===== config.mk =====
export PLATFORM = sky130hd
export DESIGN_NAME = uart_rx_oversampled
export DESIGN_NICKNAME = d
export VERILOG_FILES = /design/src/rtl/uart_pkg.sv /design/src/rtl/sync_2ff.sv /design/src/rtl/uart_rx_oversampled.sv
export SDC_FILE = /design/constraint.sdc
export NUM_CORES = 1
export LEC_CHECK = 0
export CELL_PAD_IN_SITES_DETAIL_PLACEMENT = 0
export CELL_PAD_IN_SITES_GLOBAL_PLACEMENT = 1
export CORE_AREA = 3 3 61 63
export CTS_CLUSTER_DIAMETER = 40
export DETAILED_ROUTE_END_ITERATION = 10
export DIE_AREA = 0 0 64 66
export PLACE_DENSITY = 0.72
export SLEW_MARGIN = 20
export SYNTH_ARGS = -nofsm -noshare
export SYNTH_HDL_FRONTEND = slang
export SYNTH_HIERARCHICAL = 1
export SYNTH_SLANG_ARGS = --single-unit

===== constraint.sdc =====
create_clock -name clk -period 2.5 [get_ports clk]
set_clock_uncertainty 0.15 [all_clocks]
set_input_delay 0.625 -clock clk [delete_from_list [all_inputs] [get_ports clk]]
set_output_delay 0.625 -clock clk [all_outputs]
set_load 0.03 [all_outputs]

===== src/rtl/uart_pkg.sv =====
// rtl/uart_pkg.sv - shared UART types and default constants for uart_rx_oversampled and uart_tx
package uart_pkg;

   localparam int UART_OVERSAMPLE = 16;
   localparam int UART_DATA_BITS  = 8;

   typedef enum logic [2:0] {
      IDLE,
      START,
      DATA,
      PARITY,
      STOP
   } rx_state_t;

   function automatic int max_int(input int a, input int b);
      return (a > b) ? a : b;
   endfunction

endpackage


===== src/rtl/sync_2ff.sv =====
// rtl/sync_2ff.sv - generic two-flop synchronizer with asynchronous active-high reset
module sync_2ff #(
   parameter logic RESET_VAL = 1'b1
) (
   input  logic clk,
   input  logic reset,
   input  logic d,
   output logic q
);

   logic meta;

   always_ff @(posedge clk or posedge reset) begin
      if (reset) begin
         meta <= RESET_VAL;
         q    <= RESET_VAL;
      end else begin
         meta <= d;
         q    <= meta;
      end
   end

endmodule


===== src/rtl/uart_rx_oversampled.sv =====
// rtl/uart_rx_oversampled.sv - oversampled UART receiver; UART_RX_PARITY_EN adds even parity checking
module uart_rx_oversampled
   import uart_pkg::*;
#(
   parameter int DATA_BITS  = UART_DATA_BITS,
   parameter int OVERSAMPLE = UART_OVERSAMPLE,
   parameter int STOP_TICKS = 16
) (
   input  logic                 clk,
   input  logic                 reset,
   input  logic                 s_tick,
   input  logic                 rx,
   output logic [DATA_BITS-1:0] rx_data,
   output logic                 rx_done,
   output logic                 frame_err
`ifdef UART_RX_PARITY_EN
   ,
   output logic                 parity_err
`endif
);

   localparam int S_W = max_int(1, $clog2(max_int(OVERSAMPLE, STOP_TICKS)));
   localparam int N_W = max_int(1, $clog2(DATA_BITS));

   localparam logic [S_W-1:0] S_HALF = S_W'(OVERSAMPLE / 2 - 1);
   localparam logic [S_W-1:0] S_BIT  = S_W'(OVERSAMPLE - 1);
   localparam logic [S_W-1:0] S_STOP = S_W'(STOP_TICKS - 1);
   localparam logic [N_W-1:0] N_LAST = N_W'(DATA_BITS - 1);

   rx_state_t            state;
   logic [S_W-1:0]       s_cnt;
   logic [N_W-1:0]       n_cnt;
   logic [DATA_BITS-1:0] shreg;
   logic                 rx_s;
`ifdef UART_RX_PARITY_EN
   logic                 par_bit;
`endif

   sync_2ff #(.RESET_VAL(1'b1)) u_rx_sync (
      .clk   (clk),
      .reset (reset),
      .d     (rx),
      .q     (rx_s)
   );

   always_ff @(posedge clk or posedge reset) begin
      if (reset) begin
         state     <= IDLE;
         s_cnt     <= '0;
         n_cnt     <= '0;
         shreg     <= '0;
         rx_data   <= '0;
         rx_done   <= 1'b0;
         frame_err <= 1'b0;
`ifdef UART_RX_PARITY_EN
         par_bit    <= 1'b0;
         parity_err <= 1'b0;
`endif
      end else begin
         rx_done <= 1'b0;
         case (state)
            // Start detection is deliberately tick-independent; a coincident tick is dropped.
            IDLE: begin
               if (!rx_s) begin
                  state <= START;
                  s_cnt <= '0;
               end
            end
            START: begin
               if (s_tick) begin
                  if (s_cnt == S_HALF) begin
                     if (!rx_s) begin
                        state <= DATA;
                        s_cnt <= '0;
                        n_cnt <= '0;
                     end else begin
                        state <= IDLE;
                     end
                  end else begin
                     s_cnt <= s_cnt + S_W'(1);
                  end
               end
            end
            DATA: begin
               if (s_tick) begin
                  if (s_cnt == S_BIT) begin
                     s_cnt <= '0;
                     shreg <= DATA_BITS'({rx_s, shreg} >> 1);
                     if (n_cnt == N_LAST) begin
`ifdef UART_RX_PARITY_EN
                        state <= PARITY;
`else
                        state <= STOP;
`endif
                     end else begin
                        n_cnt <= n_cnt + N_W'(1);
                     end
                  end else begin
                     s_cnt <= s_cnt + S_W'(1);
                  end
               end
            end
`ifdef UART_RX_PARITY_EN
            PARITY: begin
               if (s_tick) begin
                  if (s_cnt == S_BIT) begin
                     par_bit <= rx_s;
                     s_cnt   <= '0;
                     state   <= STOP;
                  end else begin
                     s_cnt <= s_cnt + S_W'(1);
                  end
               end
            end
`endif
            STOP: begin
               if (s_tick) begin
                  if (s_cnt == S_STOP) begin
                     state     <= IDLE;
                     rx_data   <= shreg;
                     frame_err <= ~rx_s;
                     rx_done   <= 1'b1;
`ifdef UART_RX_PARITY_EN
                     parity_err <= (^shreg) ^ par_bit;
`endif
                  end else begin
                     s_cnt <= s_cnt + S_W'(1);
                  end
               end
            end
            default: state <= IDLE;
         endcase
      end
   end

endmodule


==> impl_metrics.env <==
export IMPL_synth_top_area_share=0.4828
export IMPL_synthArstFlopShare=1.000
export IMPL_relSlewSlack=0.6474
export IMPL_synthTopCellsByArea="dfrtp_1 48%, mux2_1 12%, dfstp_2 3.6%"
export IMPL_cts_setup_buffers=0
export IMPL_synth_most_common_cell="dfrtp_1"
export IMPL_vias_per_cell=5.193
export IMPL_clk_latency_ps=320
export IMPL_use_met1=0.1632
export IMPL_synth_distinct_cells=44
export IMPL_drt_wirelength_per_cell_um=13.39
export IMPL_numCtsBuffers=5
export IMPL_met2_usage=0.2258
export IMPL_clock_sinks=30
export IMPL_synth_edf_count=0
export IMPL_power_density_nw_per_um2=670.3
export IMPL_status="completed"
export IMPL_io_pins=14
export IMPL_tightest_slew_ps=528.9
export IMPL_cts_tree="done"
export IMPL_synth_nets=121
export IMPL_setup_viol=0
export IMPL_critical_path_cell_chain="clkdlybuf4s50_1"
export IMPL_crit_path_start_kind="register"
export IMPL_ir_drop_v=0.0004306
export IMPL_min_path_type="reg2reg"
export IMPL_vias=940
export IMPL_worstPathRequired_ps=1730
export IMPL_synth_area_leader_cell="dfrtp_1"
export IMPL_antenna_left=0
export IMPL_clockBufferDepth=2
export IMPL_netlist_instances=114
export IMPL_core_area_um2=3284
export IMPL_rsz0062_at_grt="no"
export IMPL_grt_busiest_layer="met2"
export IMPL_ys_warn_count=6
export IMPL_clkSlewWorstSetupHoldPaths_ps=100
export IMPL_drv_slew=0
export IMPL_antenna_found_initial=0
export IMPL_first_iter_violations=49
export IMPL_die_area_um2=4224
export IMPL_initial_core_util=0.4419
export IMPL_die_w_um=64
export IMPL_cts_hold_buffers_added=0
export IMPL_drtPass1Iterations=4
export IMPL_h_tree_depth=2
export IMPL_tns_ps=0
export IMPL_place_area_um2=1642
export IMPL_synth_seq_cells=30
export IMPL_max_stage_delay_ps=670
export IMPL_fmax_ghz=0.4689
export IMPL_final_cell_area_um2=1705
export IMPL_cts_resized=0
export IMPL_core_rowCount=21
export IMPL_fin_crit_sh=0.8531
export IMPL_clockRootBuffer="clkbuf_4"
export IMPL_die_h_um=66
export IMPL_drive_gt1_frac=0.1926
export IMPL_cp_arrival_ps=1360
export IMPL_use_met3=0.04252
export IMPL_port_buffers=13
export IMPL_crit_path_end_kind="primary output"
export IMPL_diodes=0
export IMPL_track_usage=0.1361
export IMPL_synth_main_ff_cell="dfrtp_1"
export IMPL_grt_ovfl_total=0
export IMPL_grt_pass1_vias=1002
export IMPL_netlist_top_cells_count="28 x dfrtp_1, 16 x mux2_1, 6 x a21oi_1, 6 x inv_1"
export IMPL_post_route_min_period_ps=2133
export IMPL_slowest_stage="clkdlybuf4s50_1"
export IMPL_wirelength_um=2424
export IMPL_critPathTopFamily="buffers and inverters"
export IMPL_path_class="reg2out"
export IMPL_critPathMaxFanout=2
export IMPL_drcViolationCount=0
export IMPL_leakagePower_nw=0.8161
export IMPL_fin_nets=141
export IMPL_place_congestion=0.8356
export IMPL_synth_seq_area_share=0.5190
export IMPL_dp_hpwl_um=1788
export IMPL_grt_pass1_wl_um=4471
export IMPL_netlist_area_um2=1451
export IMPL_syn_avg_cell_area_um2=12.73
export IMPL_hold_violations=0
export IMPL_worst_path_buf_inv=1
export IMPL_area_growth_pct=17.50
export IMPL_grt_max_degree=22
export IMPL_maxCapViolations=0
registers in the layout, indices dropped and copies added, names as in the netlist:
name and flops:
frame_err 1, n_cnt 3, rx_data 8, rx_done 1
s_cnt 4, shreg 8, state 3, u_rx_sync/meta 1
u_rx_sync/q 1
through the flow:
step / total power [W] / hold WS, ps / cells / setup slack [ps] / utilization
finish: 0.001143 / 214.0 / 181 / 367.2 / 0.5192
CTS: 0.001159 / 215.2 / 181 / 343.6 / 0.5192
detailed placement: 0.0008577 / 197.5 / 173 / 154.3 / 0.4998
global placement: 0.0008438 / 196.2 / 173 / 171.4 / 0.4998
floorplan: 0.0008213 / 195.2 / 114 / 705.3 / -
global route: 0.001224 / 222.1 / 181 / 297.7 / 0.5192
cell usage in the layout, fill, tap and decap left out, drive strengths merged, types with 3 or more instances in the layout:
| cell | count |
|---|---|
| dfrtp | 28 |
| mux2 | 18 |
| clkdlybuf4s50 | 13 |
| inv | 6 |
| a21oi | 6 |
| clkbuf | 6 |
| buf | 5 |
| nor2 | 4 |
| o21ai | 4 |
| a22o | 3 |
| nand3 | 3 |
| ha | 3 |
| nand2 | 3 |
metal layers:
layer  part of all wire  routed length (µm)
met3              0.045                 108
met5                  0                   0
met2               0.46                1119
met4              0.014                  34
met1               0.48                1161
kinds of logic after synthesis:
logic type	synth area share
DFF	0.5190
buffers and inverters	0.04827
and+or+nand+nor	0.1250
muxes	0.1465
AOI/OAI and AO/OA	0.1173
xor gates and xnor gates	0.01811
adders and majority gates	0.02586
where the power goes:
group,switching [W],total (W),internal [W]
logic,0.000118,0.000252,0.000134
clock network,0.000164,0.000299,0.000135
registers,0.0000659,0.000592,0.000526
worst paths after layout:
path	startpoint	end	slack, ps	cells past startpoint
worst min register to register	u_rx_sync/meta	u_rx_sync/q	210	0
worst max register to register	state[1]	rx_data[7]	510	3
worst max-delay path	rx_data[4]	rx_data[4]	370	1
min in group asynchronous	reset	frame_err	450	2
max in group asynchronous	reset	shreg[7]	1340	3
worst min-delay path	u_rx_sync/meta	u_rx_sync/q	210	0
final cells by class:
class / instances / area, µm²
Fill cell: 290 / 1579
Sequential cell: 30 / 753.2
Multi-Input combinational cell: 73 / 628.1
Timing Repair Buffer: 18 / 180.2
Tap cell: 46 / 57.56
Clock buffer: 6 / 51.30
Inverter: 6 / 22.52
Clock inverter: 2 / 12.51
(Power assumes the default switching activity.)
